===== src/rtl/uart_pkg.sv =====
// Shared constants, FSM encodings and parity helper for the UART echo core.
// Imported by uart_fifo and uart_echo_core.
package uart_pkg;

  localparam int PAR_NONE = 0;
  localparam int PAR_ODD  = 1;
  localparam int PAR_EVEN = 2;

  localparam int OVERSAMPLE = 16;
  localparam int MID_SAMPLE = 7;

  localparam logic [3:0] SUB_MID  = 4'(MID_SAMPLE);
  localparam logic [3:0] SUB_LAST = 4'(OVERSAMPLE - 1);

  typedef enum logic [2:0] {
    RX_IDLE,
    RX_START,
    RX_DATA,
    RX_PARITY,
    RX_STOP
  } rx_state_t;

  typedef enum logic [2:0] {
    TX_IDLE,
    TX_START,
    TX_DATA,
    TX_PARITY,
    TX_STOP
  } tx_state_t;

  // Parity bit that makes the frame satisfy the chosen mode.
  // Zero-padding the word does not change the XOR reduction.
  function automatic logic par_bit(
    input logic [7:0] d,
    input int         mode
  );
    return (mode == PAR_EVEN) ? ^d : ~^d;
  endfunction

endpackage


===== src/rtl/uart_fifo.sv =====
// Show-ahead synchronous FIFO holding received words awaiting echo.
// Ports: push/wdata in, pop/rdata out, full, empty, count (occupancy).
module uart_fifo
  import uart_pkg::*;
#(
  parameter int WIDTH = 8,
  parameter int DEPTH = 16
) (
  input  logic                     clk,
  input  logic                     rst,
  input  logic                     push,
  input  logic                     pop,
  input  logic [WIDTH-1:0]         wdata,
  output logic [WIDTH-1:0]         rdata,
  output logic                     full,
  output logic                     empty,
  output logic [$clog2(DEPTH):0]   count
);

  localparam int AW = $clog2(DEPTH);
  localparam int CW = AW + 1;

  logic [WIDTH-1:0] r_mem [DEPTH];
  logic [AW-1:0]    r_wptr;
  logic [AW-1:0]    r_rptr;
  logic [CW-1:0]    r_count;

  logic w_full;
  logic w_empty;
  logic w_do_push;
  logic w_do_pop;

  assign w_full  = (r_count == CW'(DEPTH));
  assign w_empty = (r_count == '0);

  // A push into a full FIFO is accepted only when a pop frees
  // the slot in the same cycle.
  assign w_do_push = push & (~w_full | pop);
  assign w_do_pop  = pop & ~w_empty;

  always_ff @(posedge clk) begin
    if (w_do_push) r_mem[r_wptr] <= wdata;
  end

  always_ff @(posedge clk or negedge rst) begin
    if (!rst) begin
      r_wptr  <= '0;
      r_rptr  <= '0;
      r_count <= '0;
    end else begin
      if (w_do_push) r_wptr <= r_wptr + AW'(1);
      if (w_do_pop)  r_rptr <= r_rptr + AW'(1);
      r_count <= r_count + CW'(w_do_push)
                         - CW'(w_do_pop);
    end
  end

  assign rdata = r_mem[r_rptr];
  assign full  = w_full;
  assign empty = w_empty;
  assign count = r_count;

endmodule


===== src/rtl/uart_echo_core.sv =====
// UART transceiver with 16x oversampled RX, parity, FIFO echo to TX.
// Ports: rxd/txd serial, echo_en, cts_n, rx_valid/rx_data/errors, overflow, idle, fifo_count.
module uart_echo_core
  import uart_pkg::*;
#(
  parameter int BAUD_DIV    = 326,
  parameter int DATA_BITS   = 8,
  parameter int PARITY_MODE = 1,
  parameter int STOP_BITS   = 1,
  parameter int FIFO_DEPTH  = 16
) (
  input  logic                          clk,
  input  logic                          rst,
  input  logic                          rxd,
  input  logic                          echo_en,
  input  logic                          cts_n,
  output logic                          txd,
  output logic                          rx_valid,
  output logic [DATA_BITS-1:0]          rx_data,
  output logic                          dataerror,
  output logic                          framerror,
  output logic                          overflow,
  output logic                          idle,
  output logic [$clog2(FIFO_DEPTH):0]   fifo_count
);

  localparam int TW = $clog2(BAUD_DIV);
  localparam int CW = $clog2(FIFO_DEPTH) + 1;

  localparam logic [TW-1:0] TICK_LAST = TW'(BAUD_DIV - 1);
  localparam logic [2:0]    BIT_LAST  = 3'(DATA_BITS - 1);
  localparam logic          STOP_LAST = 1'(STOP_BITS - 1);
  localparam bit            HAS_PAR   = (PARITY_MODE != PAR_NONE);

  // Oversample tick
  logic [TW-1:0] r_tick_cnt;
  logic          w_tick;

  assign w_tick = (r_tick_cnt == TICK_LAST);

  always_ff @(posedge clk or negedge rst) begin
    if (!rst) r_tick_cnt <= '0;
    else if (w_tick) r_tick_cnt <= '0;
    else r_tick_cnt <= r_tick_cnt + TW'(1);
  end

  // RX synchronizer
  logic r_sync1;
  logic r_sync2;
  logic w_rx;

  assign w_rx = r_sync2;

  always_ff @(posedge clk or negedge rst) begin
    if (!rst) begin
      r_sync1 <= 1'b1;
      r_sync2 <= 1'b1;
    end else begin
      r_sync1 <= rxd;
      r_sync2 <= r_sync1;
    end
  end

  // RX FSM
  rx_state_t            r_rx_state;
  logic [3:0]           r_rx_sub;
  logic [2:0]           r_rx_bitcnt;
  logic [DATA_BITS-1:0] r_rx_shift;
  logic                 r_rx_par;
  logic                 r_rx_armed;
  logic                 r_rx_valid;
  logic [DATA_BITS-1:0] r_rx_data;
  logic                 r_dataerror;
  logic                 r_framerror;

  always_ff @(posedge clk or negedge rst) begin
    if (!rst) begin
      r_rx_state  <= RX_IDLE;
      r_rx_sub    <= '0;
      r_rx_bitcnt <= '0;
      r_rx_shift  <= '0;
      r_rx_par    <= 1'b0;
      r_rx_armed  <= 1'b0;
      r_rx_valid  <= 1'b0;
      r_rx_data   <= '0;
      r_dataerror <= 1'b0;
      r_framerror <= 1'b0;
    end else begin
      r_rx_valid <= 1'b0;
      // Line must be seen high before a low is taken as a start
      // bit; both sync stages are checked so reset values of the
      // synchronizer cannot arm the receiver on their own.
      if (w_tick && r_sync1 && r_sync2) r_rx_armed <= 1'b1;
      if (w_tick) begin
        unique case (r_rx_state)
          RX_IDLE: begin
            if (r_rx_armed && !w_rx) begin
              r_rx_state <= RX_START;
              r_rx_sub   <= '0;
            end
          end
          RX_START: begin
            if (r_rx_sub == SUB_MID) begin
              r_rx_sub <= '0;
              if (w_rx) begin
                r_rx_state <= RX_IDLE;
              end else begin
                r_rx_state  <= RX_DATA;
                r_rx_bitcnt <= '0;
              end
            end else begin
              r_rx_sub <= r_rx_sub + 4'd1;
            end
          end
          RX_DATA: begin
            if (r_rx_sub == SUB_LAST) begin
              r_rx_sub    <= '0;
              r_rx_shift  <= {w_rx, r_rx_shift[DATA_BITS-1:1]};
              r_rx_bitcnt <= r_rx_bitcnt + 3'd1;
              if (r_rx_bitcnt == BIT_LAST)
                r_rx_state <= HAS_PAR ? RX_PARITY : RX_STOP;
            end else begin
              r_rx_sub <= r_rx_sub + 4'd1;
            end
          end
          RX_PARITY: begin
            if (r_rx_sub == SUB_LAST) begin
              r_rx_sub   <= '0;
              r_rx_par   <= w_rx;
              r_rx_state <= RX_STOP;
            end else begin
              r_rx_sub <= r_rx_sub + 4'd1;
            end
          end
          RX_STOP: begin
            if (r_rx_sub == SUB_LAST) begin
              r_rx_sub    <= '0;
              r_rx_state  <= RX_IDLE;
              r_rx_valid  <= 1'b1;
              r_rx_data   <= r_rx_shift;
              r_framerror <= ~w_rx;
              r_dataerror <= HAS_PAR &&
                (r_rx_par != par_bit(8'(r_rx_shift),
                                     PARITY_MODE));
              // A low stop bit leaves the line low; wait for it
              // to go high before hunting for the next start.
              if (!w_rx) r_rx_armed <= 1'b0;
            end else begin
              r_rx_sub <= r_rx_sub + 4'd1;
            end
          end
          default: r_rx_state <= RX_IDLE;
        endcase
      end
    end
  end

  // Echo FIFO
  logic                 w_push;
  logic                 w_pop;
  logic                 w_full;
  logic                 w_empty;
  logic [DATA_BITS-1:0] w_rdata;
  logic [CW-1:0]        w_count;

  tx_state_t r_tx_state;

  assign w_push = r_rx_valid & echo_en
                & ~r_dataerror & ~r_framerror;
  assign w_pop  = (r_tx_state == TX_IDLE)
                & ~w_empty & ~cts_n;

  uart_fifo #(
    .WIDTH (DATA_BITS),
    .DEPTH (FIFO_DEPTH)
  ) u_fifo (
    .clk   (clk),
    .rst   (rst),
    .push  (w_push),
    .pop   (w_pop),
    .wdata (r_rx_data),
    .rdata (w_rdata),
    .full  (w_full),
    .empty (w_empty),
    .count (w_count)
  );

  // TX FSM
  logic [3:0]           r_tx_sub;
  logic [2:0]           r_tx_bitcnt;
  logic [DATA_BITS-1:0] r_tx_shift;
  logic                 r_tx_par;
  logic                 r_tx_stopcnt;
  logic                 r_txd;
  logic                 r_idle;

  always_ff @(posedge clk or negedge rst) begin
    if (!rst) begin
      r_tx_state   <= TX_IDLE;
      r_tx_sub     <= '0;
      r_tx_bitcnt  <= '0;
      r_tx_shift   <= '0;
      r_tx_par     <= 1'b0;
      r_tx_stopcnt <= 1'b0;
      r_txd        <= 1'b1;
      r_idle       <= 1'b1;
    end else begin
      r_idle <= (r_tx_state == TX_IDLE) && (w_count == '0);
      unique case (r_tx_state)
        TX_IDLE: begin
          if (w_pop) begin
            r_tx_state <= TX_START;
            r_tx_sub   <= '0;
            r_tx_shift <= w_rdata;
            r_tx_par   <= par_bit(8'(w_rdata), PARITY_MODE);
            r_txd      <= 1'b0;
          end
        end
        TX_START: begin
          if (w_tick) begin
            if (r_tx_sub == SUB_LAST) begin
              r_tx_sub    <= '0;
              r_tx_bitcnt <= '0;
              r_tx_state  <= TX_DATA;
              r_txd       <= r_tx_shift[0];
            end else begin
              r_tx_sub <= r_tx_sub + 4'd1;
            end
          end
        end
        TX_DATA: begin
          if (w_tick) begin
            if (r_tx_sub == SUB_LAST) begin
              r_tx_sub <= '0;
              if (r_tx_bitcnt == BIT_LAST) begin
                if (HAS_PAR) begin
                  r_tx_state <= TX_PARITY;
                  r_txd      <= r_tx_par;
                end else begin
                  r_tx_state   <= TX_STOP;
                  r_tx_stopcnt <= 1'b0;
                  r_txd        <= 1'b1;
                end
              end else begin
                r_tx_bitcnt <= r_tx_bitcnt + 3'd1;
                r_tx_shift  <= r_tx_shift >> 1;
                r_txd       <= r_tx_shift[1];
              end
            end else begin
              r_tx_sub <= r_tx_sub + 4'd1;
            end
          end
        end
        TX_PARITY: begin
          if (w_tick) begin
            if (r_tx_sub == SUB_LAST) begin
              r_tx_sub     <= '0;
              r_tx_state   <= TX_STOP;
              r_tx_stopcnt <= 1'b0;
              r_txd        <= 1'b1;
            end else begin
              r_tx_sub <= r_tx_sub + 4'd1;
            end
          end
        end
        TX_STOP: begin
          if (w_tick) begin
            if (r_tx_sub == SUB_LAST) begin
              r_tx_sub <= '0;
              if (r_tx_stopcnt == STOP_LAST)
                r_tx_state <= TX_IDLE;
              else
                r_tx_stopcnt <= 1'b1;
            end else begin
              r_tx_sub <= r_tx_sub + 4'd1;
            end
          end
        end
        default: r_tx_state <= TX_IDLE;
      endcase
    end
  end

  assign txd        = r_txd;
  assign rx_valid   = r_rx_valid;
  assign rx_data    = r_rx_data;
  assign dataerror  = r_dataerror;
  assign framerror  = r_framerror;
  assign overflow   = w_push & w_full & ~w_pop;
  assign idle       = r_idle;
  assign fifo_count = w_count;

endmodule


===== config.mk =====
export PLATFORM = sky130hd
export DESIGN_NAME = uart_echo_core
export DESIGN_NICKNAME = d
export VERILOG_FILES = /design/src/rtl/uart_pkg.sv /design/src/rtl/uart_fifo.sv /design/src/rtl/uart_echo_core.sv
export SDC_FILE = /design/constraint.sdc
export NUM_CORES = 1
export LEC_CHECK = 0
export CAP_MARGIN = 0
export CORE_ASPECT_RATIO = 1.2
export CORE_MARGIN = 3
export CORE_UTILIZATION = 50
export CTS_CLUSTER_SIZE = 40
export DETAILED_ROUTE_END_ITERATION = 10
export PLACE_DENSITY = 0.72
export SLEW_MARGIN = 15
export SYNTH_ARGS = -nofsm -noshare
export SYNTH_HDL_FRONTEND = slang
export SYNTH_HIERARCHICAL = 1
export SYNTH_SLANG_ARGS = --single-unit

===== constraint.sdc =====
create_clock -name clk -period 6.8 [get_ports clk]
set_clock_uncertainty 0.1 [all_clocks]
set_input_delay 1.7 -clock clk [delete_from_list [all_inputs] [get_ports clk]]
set_output_delay 1.7 -clock clk [all_outputs]
set_load 0.02 [all_outputs]

== Word level (Yosys, flattened, before mapping) ==
Memory sizes are Yosys's and may differ from the RTL's.
Index checks and enable logic that the tools add are counted.
Storage, ports and cells
  register bits: 77
  memory bits (writable): 128
  output and inout bits: 19
  memories: 1
Memories
  u_fifo.r_mem: depth 16, bits a word 8, rd ports 1, clocked after memory_dff 0, wr ports 1, RTL line uart_fifo.sv:23  | logic [WIDTH-1:0] r_mem [DEPTH];
Cells by class
  $add $sub $neg: 9
  equal/unequal tests: 36
  multiplexer cells: 69
  bitwise operators: 17
  reduce and logical (&&, ||, !) cells: 32
Operator list (count)
  3-bit 2-to-1 mux: 25
  2-bit inequality test, second input constant: 18
  8-bit 2-to-1 mux: 4
  3-bit case mux with 5 select lines: 2
  4-bit 2-to-1 mux: 6
  1-bit 2-to-1 mux: 23
  4-bit by 1-bit adder with 4-bit output, second input constant: 4
  8-bit case mux with 2 select lines: 1
  8-bit XNOR reduction: 2
  3-bit AND reduction: 5
  5-bit AND reduction: 3
  3-bit by 2-bit == test with 1-bit output, second input constant: 4
  3-bit == test, second input constant: 4
  3-bit case mux with 2 select lines: 2
  4-bit case mux with 3 select lines: 1
  11-bit AND reduction: 1
  2-bit nonzero test: 5
  9-bit by 1-bit adder with 9-bit output, second input constant: 1
  1-bit bitwise AND: 9
  9-bit == test, second input constant: 1
  9-bit 2-to-1 mux: 1
  4-bit == test, second input constant: 2
  4-bit case mux with 2 select lines: 1
  8-bit AND reduction: 1
  other kinds (24): 37

== Depth between registers and ports, before layout ==
  depth after elaboration: 8
  mapped depth: 17
  mapped depth without buffers: 15

== Modules after synthesis ==
Netlist, hierarchy kept.
Modules (own cells, without submodules)
  uart_fifo: times used 1, cells an instance 319, area each 5818.1 um^2
  uart_echo_core: times used 1, cells an instance 296, area each 3230.6 um^2

== Worst setup path after synthesis ==
OpenSTA, ideal clock, no wires.
  path kind: input-to-output
  start: in cts_n
  end: out overflow
  data arrival time: 2.432 ns
  data required time: 5.000 ns
  slack: 2.568 ns
  stages on the path: 3
  path buffers: 1
  path through: or3_1 > clkbuf_1 > and3_1
On the way
  longest elaborated chain between the ends: 4
Ends and longest elaborated chain
  start: declaration: RTL line uart_echo_core.sv:16  | input logic cts_n,
  1-bit inverter: RTL line uart_echo_core.sv:171  | & ~w_empty & ~cts_n;
  1-bit bitwise AND: RTL line uart_echo_core.sv:171
  1-bit inverter: RTL line uart_echo_core.sv:289  | assign overflow = w_push & w_full & ~w_pop;
  1-bit bitwise AND: RTL line uart_echo_core.sv:289
  end: declaration: RTL line uart_echo_core.sv:22  | output logic overflow,
No other way between the ends.

== Final worst setup path ==
Ends and elaborated chain as after synthesis.

==> results by group <==
Status
  – Status: finished, final reports clean

Die
  – Core ar.: 0.0176 mm2
  – Die area: 0.0198 mm2
  – Die Width: 129 um
  – # rows: 53
  – Initial core utilization: 0.513
  – Io pins: 24
  – Vert. Die Dim: 153 um

Clock network
  – CTS tree: yes
  – Post-CTS sizing: 0
  – Cts hold-fix bufs: 0
  – CTS Root Buffer Type: clkbuf_16
  – Clock Pin Slew Worst Setup and Hold Paths: 60 ps
  – Setup Buffers After CTS: 0
  – Clock sinks: 204
  – Clock latency on the worst-skew pair: 490 ps
  – CTS buffer count: 20
  – Clock tree buffer depth: 3
  – H-tree Lvls: 1

Worst setup path
  – CP Data Required Time: 5000 ps
  – RR Startpoint: r_tx_state[0]
  – Worst-path cell chain: clkdlybuf4s50_1 > or3_1 > and3_1 > clkdlybuf4s50_1
  – CP max stage delay: 540 ps
  – Maximum fanout along the worst path: 8
  – FF-to-FF setup slack: 3120 ps
  – Critical Path Start Type: input port
  – Cell mode on critical path: clkdlybuf4s50_1
  – Slowest CP cell: clkdlybuf4s50_1
  – CP arrival: 3340 ps
  – Crit. End Element: output pin
  – Crit path kind: in -> out
  – FF-to-FF End: u_fifo/count[4]
  – R2R depth: 13

Timing
  – RSZ-0062 raised after global routing: no
  – F_max: 194 MHz
  – Hold_ws: 272 ps
  – Setup_tns: 0 ps
  – Final min period: 5140 ps
  – Final period util: 0.756
  – Slew headroom: 0.289
  – Finish-stage setup viols: 0
  – Final Hold Vio Count: 0
  – Final Slew Violations: 0
  – Worst Tran Pin Value: 1060 ps

Logic synthesis
  – Post-synth EDFFs: 128
  – Yosys cell types: 64
  – Synth Warn #: 6
  – FF+latch count, synth: 204
  – Post-Synthesis Cells: 615
  – Sequential area share after synthesis: 0.636
  – Synth Flop Type: edfxtp_1
  – Commonest cells post-synth: edfxtp_1, dfrtp_1, mux2i_1
  – Yosys top cell by area: edfxtp_1
  – Syn Std Cell Area: 0.00905 mm2
  – Top post-synthesis cells by area: edfxtp_1, dfrtp_1, mux2i_1, mux4_2, mux2_2
  – Post-synth top area share: 0.425
  – Async set-or-reset flop fraction in the synthesized netlist: 0.373
  – Syn Area/Cell: 14.7 um2
  – Synth Net Count: 640
  – Count leader, synth: edfxtp_1

Layout
  – Fillcell total: 1381
  – Diodes inserted: 0
  – Area Overhead vs Synth: 10.6%
  – Share of cells above drive strength 1: 0.145
  – Nets: 659

Routing
  – DRC: 0
  – Routed len/inst: 19.7 um
  – DRT iter0 DRCs: 449
  – Post-route ant nets: 0
  – DR vias: 5077
  – DR pass1 iterations: 5
  – Vias per cell: 5.85
  – WL final: 17.1 mm

Pwr
  – Maximum vdd ir drop: 159 uV
  – Clock power frac: 0.389
  – Sw power: 604 uW
  – Pwr per Cell Area: 265 mW/mm2
  – Pint: 2.05 mW
  – Reg power frac: 0.517
  – Comb pwr share: 0.094
  – Pleak: 4.13 nW
  – Switching share of total power: 0.228

Global route
  – Global route total overflow: 0
  – Initial antenna violation count: 0
  – Vias in the first global route: 5106
  – Largest net degree at the start of global routing: 77
  – Total track usage: 0.178
  – Global-route wire length before repair: 27.8 mm

Hold path
  – Hold crit path type: reg -> reg
  – WHS Endpoint: r_sync2
  – Hold_sp: r_sync1
  – Hold depth: 0

Place
  – IO buf count: 23
  – Final Wtd Congestion: 0.873
  – Detail Placement HPWL: 11.3 mm

Flow run
  – Max Cap Viol: 0
[area by class of cell]
type / count / area [um2] / share of cell area
clock inverters: 6 / 33.8 / 0.00338
well taps: 220 / 275 / 0.0275
clock buffers: 30 / 579 / 0.0579
multi-input cells: 361 / 3030 / 0.303
inverters: 20 / 75.1 / 0.00750
flip-flops and latches: 204 / 5750 / 0.575
repair buffers: 27 / 258 / 0.0258
[routing by layer]
layer / up-vias / part of all wire / global-route usage
li1: 2384 / - / -
met1: 2553 / 0.44 / 0.243
met2: 110 / 0.50 / 0.295
met3: 30 / 0.038 / 0.0262
met4: 0 / 0.023 / 0.0545
met5: - / 0 / 0
[flip-flops by register name (all words and copies together) (netlist names), 3 cells and up]
name	flops
u_fifo/r_mem	128
r_tick_cnt	9
r_rx_shift	8
r_tx_shift	8
rx_data	8
u_fifo/count	5
r_rx_sub	4
r_tx_sub	4
u_fifo/r_rptr	4
u_fifo/r_wptr	4
r_rx_bitcnt	3
r_rx_state	3
r_tx_bitcnt	3
r_tx_state	3
[cell usage in the layout (no fill, tap or decap), drive strengths merged, types with 5 or more instances in the layout]
cell type	n
a21oi	13
a221oi	16
a22oi	9
a31oi	7
buf	5
clkbuf	30
clkdlybuf4s50	22
clkinv	5
dfrtp	72
edfxtp	128
ha	19
inv	21
mux2	25
mux2i	45
mux4	16
nand2	31
nand3	14
nor2	30
nor2b	8
nor3	15
o21ai	17
or4	6
xnor2	22
xor2	8
[worst max-delay path, delay by kind of cell]
family / cells / cell delay [ps]
buffers and inverters: 2 / 960
AND/OR/NAND/NOR: 2 / 680
[logic make-up after synthesis]
family | after synthesis | share of synthesized area
compound gates | 85 | 0.0709
xor+xnor | 31 | 0.0315
fa+ha+maj | 20 | 0.0285
buf+inv | 50 | 0.0300
flops | 204 | 0.636
mux | 86 | 0.121
simple gates | 139 | 0.0828
[per-stage QoR]
stage | std cells | total power [mW] | instance area (um2) | setup slack (ps) | utilization
2_1_floorplan | 615 | 1.59 | 9050 | 2570 | -
3_3_place_gp | 832 | 1.64 | 9390 | 1690 | 0.532
3_5_place_dp | 832 | 1.65 | 9390 | 1660 | 0.532
4_1_cts | 868 | 2.68 | 10000 | 1660 | 0.567
5_1_grt | 868 | 2.76 | 10000 | 1600 | 0.567
6_report | 868 | 2.65 | 10000 | 1660 | 0.567
[worst max path at each step]
| stage | slack [ps] | startpoint | end |
|---|---|---|---|
| 5_1_grt | 1600 | cts_n | overflow |
| 6_report | 1660 | cts_n | overflow |
| 4_1_cts | 1660 | cts_n | overflow |
| 2_1_floorplan | 2570 | cts_n | overflow |
| 3_5_place_dp | 1660 | cts_n | overflow |
| 3_3_place_gp | 1690 | cts_n | overflow |
[power groups by stage]
stage          clock network (mW)  registers, mW  logic [mW]
4_1_cts                      1.06           1.37       0.252
6_report                     1.03           1.37       0.248
3_5_place_dp                    0           1.40       0.251
2_1_floorplan                   0           1.40       0.188
5_1_grt                      1.11           1.38       0.275
3_3_place_gp                    0           1.39       0.243
(Power assumes the default switching activity.)
